$ cat src/rtl/pipe_pkg.sv
// Shared pipeline-stage types: per-stage payload bundles and their widths,
// plus the elastic-stage occupancy names used by pipe_skid_reg.
package pipe_pkg;

  typedef enum logic [1:0] {
    EMPTY = 2'b00,
    BUSY  = 2'b01,
    FULL  = 2'b11
  } stage_state_e;

  typedef struct packed {
    logic [31:0] pc;
    logic [31:0] instr;
  } if_id_t;

  typedef struct packed {
    logic [31:0] pc;
    logic [31:0] rs1_val;
    logic [31:0] rs2_val;
    logic [31:0] imm;
    logic [4:0]  rd;
    logic [3:0]  alu_op;
    logic        mem_rd;
    logic        mem_wr;
    logic        reg_wr;
  } id_ex_t;

  typedef struct packed {
    logic [31:0] alu_res;
    logic [31:0] store_val;
    logic [4:0]  rd;
    logic        mem_rd;
    logic        mem_wr;
    logic        reg_wr;
  } ex_mem_t;

  typedef struct packed {
    logic [31:0] wb_val;
    logic [4:0]  rd;
    logic        reg_wr;
  } mem_wb_t;

  localparam int IF_ID_W  = $bits(if_id_t);
  localparam int ID_EX_W  = $bits(id_ex_t);
  localparam int EX_MEM_W = $bits(ex_mem_t);
  localparam int MEM_WB_W = $bits(mem_wb_t);

endpackage

$ cat src/rtl/sat_counter.sv
// Saturating up-counter, updated on the falling clock edge; clear beats increment.
module sat_counter #(
  parameter int W = 16
) (
  input  logic         clk,
  input  logic         rst,
  input  logic         inc,
  input  logic         clr,
  output logic [W-1:0] q
);

  logic [W-1:0] q_q;
  logic [W-1:0] q_d;

  always_comb begin
    q_d = q_q;
    if (clr) begin
      q_d = '0;
    end else if (inc && (q_q != {W{1'b1}})) begin
      q_d = q_q + W'(1);
    end
  end

  always_ff @(negedge clk or posedge rst) begin
    if (rst) begin
      q_q <= '0;
    end else begin
      q_q <= q_d;
    end
  end

  assign q = q_q;

endmodule

$ cat src/rtl/pipe_skid_reg.sv
// Elastic valid/ready pipeline stage with a two-entry skid buffer, bubble-inserting
// flush and a saturating bubble counter. All state moves on the falling edge of CLK.
module pipe_skid_reg
  import pipe_pkg::*;
#(
  parameter int WIDTH = 32,
  parameter int CNT_W = 16
) (
  input  logic             CLK,
  input  logic             RST,
  input  logic             FLUSH,
  input  logic             in_valid,
  output logic             in_ready,
  input  logic [WIDTH-1:0] in_data,
  output logic             out_valid,
  input  logic             out_ready,
  output logic [WIDTH-1:0] out_data,
  input  logic             cnt_clr,
  output logic [CNT_W-1:0] bubble_cnt
);

  logic [WIDTH-1:0] main_q, main_d;
  logic [WIDTH-1:0] skid_q, skid_d;
  logic             main_v_q, main_v_d;
  logic             skid_v_q, skid_v_d;
  logic             accept;
  logic             drain;
  stage_state_e     state;

  assign in_ready  = !skid_v_q;
  assign out_valid = main_v_q;
  assign out_data  = main_q;

  assign accept = in_valid & !skid_v_q;
  assign drain  = main_v_q & out_ready;

  always_comb begin
    state = EMPTY;
    if (skid_v_q) begin
      state = FULL;
    end else if (main_v_q) begin
      state = BUSY;
    end
  end

  always_comb begin
    main_d   = main_q;
    skid_d   = skid_q;
    main_v_d = main_v_q;
    skid_v_d = skid_v_q;
    if (FLUSH) begin
      // A same-cycle drain still hands out the current main entry downstream.
      main_d   = '0;
      skid_d   = '0;
      main_v_d = 1'b0;
      skid_v_d = 1'b0;
    end else begin
      case (state)
        EMPTY: begin
          if (accept) begin
            main_d   = in_data;
            main_v_d = 1'b1;
          end
        end
        BUSY: begin
          if (accept && drain) begin
            main_d = in_data;
          end else if (accept) begin
            skid_d   = in_data;
            skid_v_d = 1'b1;
          end else if (drain) begin
            main_v_d = 1'b0;
          end
        end
        FULL: begin
          if (drain) begin
            main_d   = skid_q;
            skid_v_d = 1'b0;
          end
        end
        default: begin
          main_v_d = 1'b0;
          skid_v_d = 1'b0;
        end
      endcase
    end
  end

  always_ff @(negedge CLK or posedge RST) begin
    if (RST) begin
      main_q   <= '0;
      skid_q   <= '0;
      main_v_q <= 1'b0;
      skid_v_q <= 1'b0;
    end else begin
      main_q   <= main_d;
      skid_q   <= skid_d;
      main_v_q <= main_v_d;
      skid_v_q <= skid_v_d;
    end
  end

  sat_counter #(
    .W(CNT_W)
  ) u_bubble_cnt (
    .clk(CLK),
    .rst(RST),
    .inc(out_ready & !main_v_q),
    .clr(cnt_clr),
    .q  (bubble_cnt)
  );

endmodule

$ cat config.mk
export PLATFORM = sky130hd
export DESIGN_NAME = pipe_skid_reg
export DESIGN_NICKNAME = d
export VERILOG_FILES = /design/src/rtl/pipe_pkg.sv /design/src/rtl/sat_counter.sv /design/src/rtl/pipe_skid_reg.sv
export SDC_FILE = /design/constraint.sdc
export NUM_CORES = 1
export LEC_CHECK = 0
export BUFFER_PORTS_ARGS = -buffer_cell sky130_fd_sc_hd__buf_4
export CORE_UTILIZATION = 29
export CTS_BUF_LIST = sky130_fd_sc_hd__clkbuf_8
export DETAILED_ROUTE_END_ITERATION = 12
export GPL_TIMING_DRIVEN = 1
export HOLD_SLACK_MARGIN = 0.06
export PLACE_DENSITY_LB_ADDON = 0.25
export RECOVER_POWER = 25
export SLEW_MARGIN = 10
export SYNTH_ARGS = -nofsm -noshare
export SYNTH_HDL_FRONTEND = slang
export SYNTH_SLANG_ARGS = --single-unit
$ cat constraint.sdc
create_clock -name CLK -period 2.4 [get_ports CLK]
set_input_delay 0.12 -clock CLK [delete_from_list [all_inputs] [get_ports CLK]]
set_output_delay 0.12 -clock CLK [all_outputs]
set_load 0.03 [all_outputs]
==> impl_results.md, run 1 <==
* Min-delay src: out_data[28]
* Htree depth at 3
* Mapped cell area at 3900 sq um
* Adder-cell share of the synthesized area at 0.321%
* Register area at 2050 sq um
* Clk_lat worst skew at 340 ps
* First-pass GRT wire length at 16.8 mm
* Max-Cap Viols at 0
* Number of global-route vias before repair at 3,360
* Yosys top cell area share at 52.6%
* Area of placed instances at 4880 sq um
* CP max stage delay at 490 ps
* Post-synthesis mux area share at 9.02%
* Seq/Total Area, Yosys at 52.6%
* Fill cells at 1,295
* DP HPWL at 6.50 mm
* CP startpoint: u_bubble_cnt.q[15]
* Ant diodes at 0
* Final instance area at 5170 sq um
* Crit Reg-Reg Startpoint: u_bubble_cnt.q[1]
* Post-synth cell types at 36
* Commonest non-fill, non-tap cell in the layout: buf_4
* CP delay by family, top: flip-flops
* CP Launch Type: register
* Pwr dens at 590 nW/um^2
* Syn Inst Count at 392
* Largest family of logic cells by synthesized area: simple AND/OR/NAND/NOR gates
* Area of the core at 12,900 sq um
* Fin Hold WS at 423 ps
* Avg Cell Area, Syn at 9.94 sq um
* Post-Synth Simple-Gate Area at 17.9%
* CP max-delay cell: dfrtn_1
* Largest net degree at the start of global routing at 83
* Final net count at 541
* Post-route ant nets at 0
* Drt drc at 0
* Post-synthesis xor/xnor area fraction at 0.225%
* Ports at 88
* Chip width at 118 um
* Post-synth EDFFs at 0
* Chip Height at 118 um
* Area of the multi-input gates at 1710 sq um
* Hold bufs inserted after CTS at 0
* Pre-antenna DRT Iters at 4
* WL final at 9.95 mm
* Post-synthesis async set-or-reset flop share at 100%
* Drt wl/cell at 14.7 um
* Starting Density at 30.3%
* Share of layout cells above drive strength 1 at 30.0%
* Syn-to-layout area delta at 32.6%
* Root Buffer: clkbuf_8
* Leakage at 0.00230 uW
* Arrival @ worst endpoint at 2230 ps
* Final max-slew violation count at 0
* Final Wtd Congestion at 0.736
* Fin. Hold Viols at 0
* Crit end category: output pin
* CP Data Required Time at 2280 ps
* Final setup fails at 0
* Synthesized net count at 431
* Worst VDD drop at 0.283 mV
* Synth Register Bits at 82
* Routed vias/inst at 4.86
* Core Rows at 41
* Maximum fanout along the worst path at 4
* Port buffer count at 87
* Top FF cell, synth: dfrtn_1
* Kind of critical path: reg2out
* Grt ovf at 0
* YS warnings at 0
* Clk_skew at 5.49 ps
* DIE AREA at 13,900 sq um
* Worst-Margin Slew at 1150 ps
* Total track usage at 15.3%
* Initial drt markers at 122
* Crit path cell chain: buf_4
* Synth area leader: dfrtn_1
* Run status: completed
* Vias at 3,299
* Compound-cell area share of the yosys netlist at 16.1%
* Unrepaired setup endpoints after global routing: no
* Max_slew headroom at 23.6%
* WP buf/inv at 1
* Initial antenna violation count at 0
* TritonCTS Buffers at 9
* Clk sinks at 82
* CTS clk-pin slew, worst paths at 50 ps
* Maximum clock path buffer count at 2
* Top post-synthesis cells by area: dfrtn_1, nand2_1, mux2i_1, o31ai_1, a21oi_1
* Hold crit path type: reg2reg
* Most frequent cells in the layout: buf_4, nand2_1, dfrtn_1
* CTS tree: built
-- final timing paths --
check                                     to  cells past startpoint  slack [ps]
max in group asynchronous         skid_q[21]                      3         360
min in group asynchronous        out_data[0]                      3        1290
hold / removal                  out_data[28]                      2         420
hold reg to reg                 out_data[28]                      2         420
setup / recovery              bubble_cnt[15]                      1          50
setup reg to reg           u_bubble_cnt.q[1]                      7         250
-- per-layer routing --
metal | vias up | global-route usage, % | wire [um]
met5 | - | 0 | 0
met4 | 0 | 6.89 | 210
met3 | 14 | 3.25 | 419
met2 | 82 | 23.9 | 4630
met1 | 1592 | 20.1 | 4690
li1 | 1611 | - | -
-- cells by family after synthesis --
logic type	after synthesis
and+or+nand+nor	143
buffers and inverters	33
muxes	35
DFF	82
adders and majority gates	1
AOI/OAI and AO/OA	97
xor gates and xnor gates	1
-- flip-flops by register name, summed over array words and instances, names as in the netlist --
signal	count
out_valid	1
out_data	32
u_bubble_cnt.q	16
skid_v_q	1
skid_q	32
-- synthesized netlist by cell type, drive strengths merged, types with 5 or more instances --
cell type / count
a21oi: 47
buf: 16
clkbuf: 11
dfrtn: 82
inv: 6
mux2i: 34
nand2: 101
nand3: 5
nand4: 7
o21ai: 7
o31ai: 39
or3: 6
or4: 6
-- report_power, final --
group | leakage, uW | switching (uW) | internal [uW] | total (uW)
sequential | 0.00111 | 39.6 | 1460 | 1500
combinational | 0.00108 | 326 | 214 | 540
clock | 0.000110 | 495 | 513 | 1010
-- final cells by class --
| cell class | instances | share of cell area [%] |
|---|---|---|
| repair buffers | 126 | 18.8 |
| well taps | 172 | 4.16 |
| clock inverters | 2 | 0.169 |
| inverters | 6 | 0.460 |
| flip-flops and latches | 82 | 39.7 |
| multi-input cells | 277 | 33.0 |
| clock buffers | 14 | 3.73 |
-- stage by stage --
step | total power [uW] | setup slack, ps | setup TNS, ps | instances | util [%]
after floorplan | 1830 | 68.5 | 0 | 392 | -
after global placement | 2070 | -90.1 | -1870 | 649 | 37.9
after detailed placement | 2070 | -142 | -2870 | 649 | 37.9
after CTS | 3100 | 9.93 | 0 | 675 | 40.0
after global routing | 3210 | 12.3 | 0 | 679 | 40.1
final | 3050 | 55.0 | 0 | 679 | 40.1
-- repair_timing --
action / 4_1_cts / 5_1_grt
pin swaps: 0 / 0
gates resized for setup: 0 / 0
buffers inserted: 10 / 4
endpoints found under the setup margin: 10 / 3
(Power assumes the default switching activity.)
==> inputs of run 2 (changes only) <==
CORE_ASPECT_RATIO = 1.4   (was not set)
CORE_UTILIZATION = 50   (was 29)
==> impl_results.md, run 2 (same netlist as run 1, synthesis figures left out) <==
* Port buffer count at 87
* Final max-slew violation count at 0
* Flop pwr share at 51.7%
* Max_slew headroom at 52.2%
* Chip width at 76.6 um
* Share of layout cells above drive strength 1 at 27.9%
* Area of the core at 7450 sq um
* Kind of critical path: reg2out
* Crit end category: output pin
* Initial antenna violation count at 0
* Htree depth at 3
* Fin. Hold Viols at 0
* Starting Density at 52.3%
* R2R depth at 7
* Clk sinks at 82
* Final Wtd Congestion at 0.913
* Max-Cap Viols at 0
* Hold crit path type: reg2reg
* Core Rows at 37
* DIE AREA at 8160 sq um
* Post-route ant nets at 0
* Syn-to-layout area delta at 28.0%
* Pre-antenna DRT Iters at 4
* WP buf/inv at 1
* Clock Power Share at 29.7%
* CP max stage delay at 510 ps
* CP startpoint: u_bubble_cnt.q[4]
* Worst setup path endpoint: bubble_cnt[4]
* CTS tree: built
* Leakage at 0.00225 uW
* WL final at 9.08 mm
* Drt wl/cell at 15.4 um
* Maximum fanout along the worst path at 6
* Switch share at 28.1%
* First-pass GRT wire length at 15.4 mm
* Drt drc at 0
* Logic gate share of total power at 18.5%
* Maximum clock path buffer count at 2
* DP HPWL at 6.35 mm
* Switching Power at 817 uW
* Vias at 3,292
* CP max-delay cell: dfrtn_1
* Arrival @ worst endpoint at 2250 ps
* Initial drt markers at 156
* Commonest non-fill, non-tap cell in the layout: buf_4
* Setup WS post-layout at 28.2 ps
* Clk_skew at 2.68 ps
* Hold Path Depth at 2
* Most frequent cells in the layout: buf_4, nand2_1, dfrtn_1
* TritonCTS Buffers at 9
* Internal at 2090 uW
* Crit Reg-Reg Startpoint: u_bubble_cnt.q[0]
* CTS clk-pin slew, worst paths at 50 ps
* PostCTS Resize Cnt at 0
* Grt ovf at 0
* Run status: completed
* Final setup fails at 0
* Total track usage at 24.3%
* Inst Count DP at 568
* Worst VDD drop at 0.341 mV
* Pwr dens at 582 nW/um^2
* Fin util at 66.9%
* Clk_lat worst skew at 340 ps
* CP Data Required Time at 2280 ps
* Critical R2R Capture: u_bubble_cnt.q[1]
* Pre-CTS setup slack at -136 ps
* Levels on crit path at 1
* CP delay by family, top: flip-flops
* Number of global-route vias before repair at 3,346
* Flop2flop setup slack at 280 ps
* Largest net degree at the start of global routing at 54
* Ant diodes at 0
* Final net count at 531
* Chip Height at 106 um
* CP Launch Type: register
* Final std cells w/o fill at 591
* Worst-Margin Slew at 717 ps
* Crit path cell chain: buf_4
* Routed vias/inst at 5.57
* Unrepaired setup endpoints after global routing: no
* Ports at 88
* Root Buffer: clkbuf_8
-- run 2: cell types whose count changed in the layout (fill, tap and decap cells not counted) --
cell	previous run	this run
clkinv_2	1	0
clkbuf_8	14	11
buf_4	122	109
buf_12	2	5
nor2_4	1	0
inv_1	6	7
nor2_2	0	1
-- run 2: worst min path at each step --
stage / slack, ps / endpoint / start
after floorplan: 480 / skid_q[0] / skid_q[0]
after global placement: 430 / out_data[20] / out_data[20]
after detailed placement: 430 / out_data[0] / out_data[0]
after CTS: 430 / out_data[0] / out_data[0]
after global routing: 440 / out_data[31] / out_data[31]
final: 420 / out_data[0] / out_data[0]
-- run 2: power groups by stage --
stage	clock network, uW	logic [uW]	registers, uW
finish	863	538	1500
global route	942	582	1510
CTS	879	546	1500
detailed placement	0	540	1530
global placement	0	528	1530
floorplan	0	200	1630
-- run 2: timing repair --
action	CTS	global route
buffers inserted	5	5
pin swaps	0	0
setup endpoints to repair	5	4
hold buffers	0	0
-- run 2: area by class of cell --
type | instances | area (sq um)
Clock buffer | 11 | 151
Clock inverter | 2 | 7.51
Fill cell | 606 | 2460
Inverter | 6 | 23.8
Multi-Input combinational cell | 277 | 1700
Sequential cell | 82 | 2050
Tap cell | 97 | 121
Timing Repair Buffer | 116 | 933
-- run 2: stage by stage --
step / hold slack [ps] / total power (uW) / cell area (sq um) / setup TNS, ps
3_5_place_dp: 430 / 2070 / 4770 / -2080
4_1_cts: 429 / 2930 / 4970 / 0
5_1_grt: 442 / 3030 / 4990 / 0
3_3_place_gp: 427 / 2060 / 4770 / -754
2_1_floorplan: 483 / 1830 / 3900 / 0
6_report: 423 / 2900 / 4990 / 0
-- run 2: routing by layer --
metal	global-route usage, %	vias up	share of wire (%)
li1	-	1589	-
met1	27.9	1602	40
met2	42.2	88	53
met3	5.49	13	4.6
met4	12.2	0	2.1
met5	0	-	0
==> inputs of run 3 (changes only) <==
PLACE_DENSITY = 0.75   (was not set)
PLACE_DENSITY_LB_ADDON = not set   (was 0.25)
==> impl_results.md, run 3 (same netlist as run 1, synthesis figures left out) <==
* Run status: completed
* Vias at 3,351
* Commonest non-fill, non-tap cell in the layout: buf_4
* Power Total at 3280 uW
* Clk sinks at 82
* Leakage at 0.00232 uW
* Largest net degree at the start of global routing at 42
* Maximum clock path buffer count at 2
* Area of the multi-input gates at 1700 sq um
* Hold crit path type: reg2reg
* Final net count at 540
* TritonCTS Buffers at 9
* Register area at 2050 sq um
* DIE AREA at 8160 sq um
* Htree depth at 3
* CP max-delay cell: dfrtn_1
* First-pass GRT wire length at 15.7 mm
* Worst VDD drop at 0.601 mV
* Pwr dens at 642 nW/um^2
* CTS clk-pin slew, worst paths at 60 ps
* Crit path cell chain: buf_4
* DP HPWL at 6.60 mm
* Share of layout cells above drive strength 1 at 30.0%
* Routed vias/inst at 5.56
* Grt ovf at 0
* Final instance area at 5110 sq um
* Total track usage at 24.7%
* Core Rows at 37
* Internal at 2420 uW
* Area of the core at 7450 sq um
* Unrepaired setup endpoints after global routing: no
* CP delay by family, top: flip-flops
* Clk_lat worst skew at 340 ps
* Clk_skew at 6.66 ps
* Starting Density at 52.3%
* Kind of critical path: reg2out
* Max_slew headroom at 51.0%
* CTS tree: built
* Ant diodes at 0
* Syn-to-layout area delta at 31.2%
* Final Wtd Congestion at 0.790
* CP Data Required Time at 2280 ps
* Arrival @ worst endpoint at 2230 ps
* WL final at 9.52 mm
* Number of global-route vias before repair at 3,342
* Port buffer count at 87
* Ports at 88
* CP Launch Type: register
* Fin. Hold Viols at 0
* Switch share at 26.3%
* Drt wl/cell at 15.8 um
* Chip Height at 106 um
* Post-route ant nets at 0
* Initial antenna violation count at 0
* Final max-slew violation count at 0
* Crit end category: output pin
* Flop pwr share at 45.8%
* Fin util at 68.6%
* Hold bufs inserted after CTS at 0
* Worst-Margin Slew at 736 ps
* Pre-antenna DRT Iters at 5
* Root Buffer: clkbuf_8
* Chip width at 76.6 um
* Logic gate share of total power at 16.4%
* Drt drc at 0
* WP buf/inv at 1
* Fill cells at 610
* Max-Cap Viols at 0
* Area of placed instances at 4800 sq um
* Most frequent cells in the layout: buf_4, nand2_1, dfrtn_1
* Final setup fails at 0
* Maximum fanout along the worst path at 6
* Initial drt markers at 143
* Clock Power Share at 37.8%
* CP max stage delay at 500 ps
* Switching Power at 864 uW
run 3: changes by cell type in the layout (fill, tap and decap cells not counted), sizes merged:
cell,change
bufinv,+3
clkinv,+2
clkbuf,+1
buf,+8
inv,-2
run 3: through the flow:
stage | cells | hold slack (ps) | setup TNS (ps) | setup WS (ps)
2_1_floorplan | 392 | 483 | 0 | 68.5
3_3_place_gp | 575 | 424 | -391 | -45.6
3_5_place_dp | 575 | 428 | -1160 | -66.1
4_1_cts | 596 | 427 | 0 | 7.55
5_1_grt | 603 | 445 | 0 | 0.310
6_report | 603 | 429 | 0 | 45.8
run 3: metal layers:
| metal | share of wire [%] | vias up | track usage, % |
|---|---|---|---|
| met2 | 53 | 87 | 44.0 |
| met3 | 4.6 | 15 | 4.89 |
| met5 | 0 | - | 0 |
| li1 | - | 1608 | - |
| met4 | 2.0 | 0 | 12.8 |
| met1 | 40 | 1641 | 28.0 |
run 3: worst min-delay path: cells and delay by family (launching register included):
kind,cells,cell delay [ps]
and+or+nand+nor,1,50
DFF,1,410
AOI/OAI and AO/OA,1,60
run 3: final timing paths:
path / startpoint / to / slack (ps) / depth (start not counted)
max: u_bubble_cnt.q[9] / bubble_cnt[9] / 50 / 1
min: out_data[17] / out_data[17] / 430 / 2
max reg2reg: u_bubble_cnt.q[1] / u_bubble_cnt.q[1] / 260 / 6
min reg2reg: out_data[17] / out_data[17] / 430 / 2
max in group asynchronous: RST / skid_q[17] / 380 / 3
min in group asynchronous: RST / out_data[13] / 910 / 2
run 3: power groups by stage:
| stage | combinational (uW) | sequential, uW | clock, uW |
|---|---|---|---|
| CTS | 547 | 1500 | 1270 |
| global placement | 533 | 1530 | 0 |
| finish | 539 | 1500 | 1240 |
| global route | 579 | 1510 | 1310 |
| detailed placement | 545 | 1530 | 0 |
| floorplan | 200 | 1630 | 0 |
run 3: timing repair:
item / 4_1_cts / 5_1_grt
pin swaps: 0 / 0
setup endpoints to repair: 5 / 6
buffers inserted: 5 / 7
gates resized for setup: 0 / 1
run 3: area by class of cell:
type | instances | share of cell area [%]
Timing Repair Buffer | 125 | 18.9
Sequential cell | 82 | 40.1
Tap cell | 97 | 2.37
Clock buffer | 11 | 2.96
Multi-Input combinational cell | 277 | 33.3
Inverter | 6 | 0.465
Clock inverter | 5 | 1.96
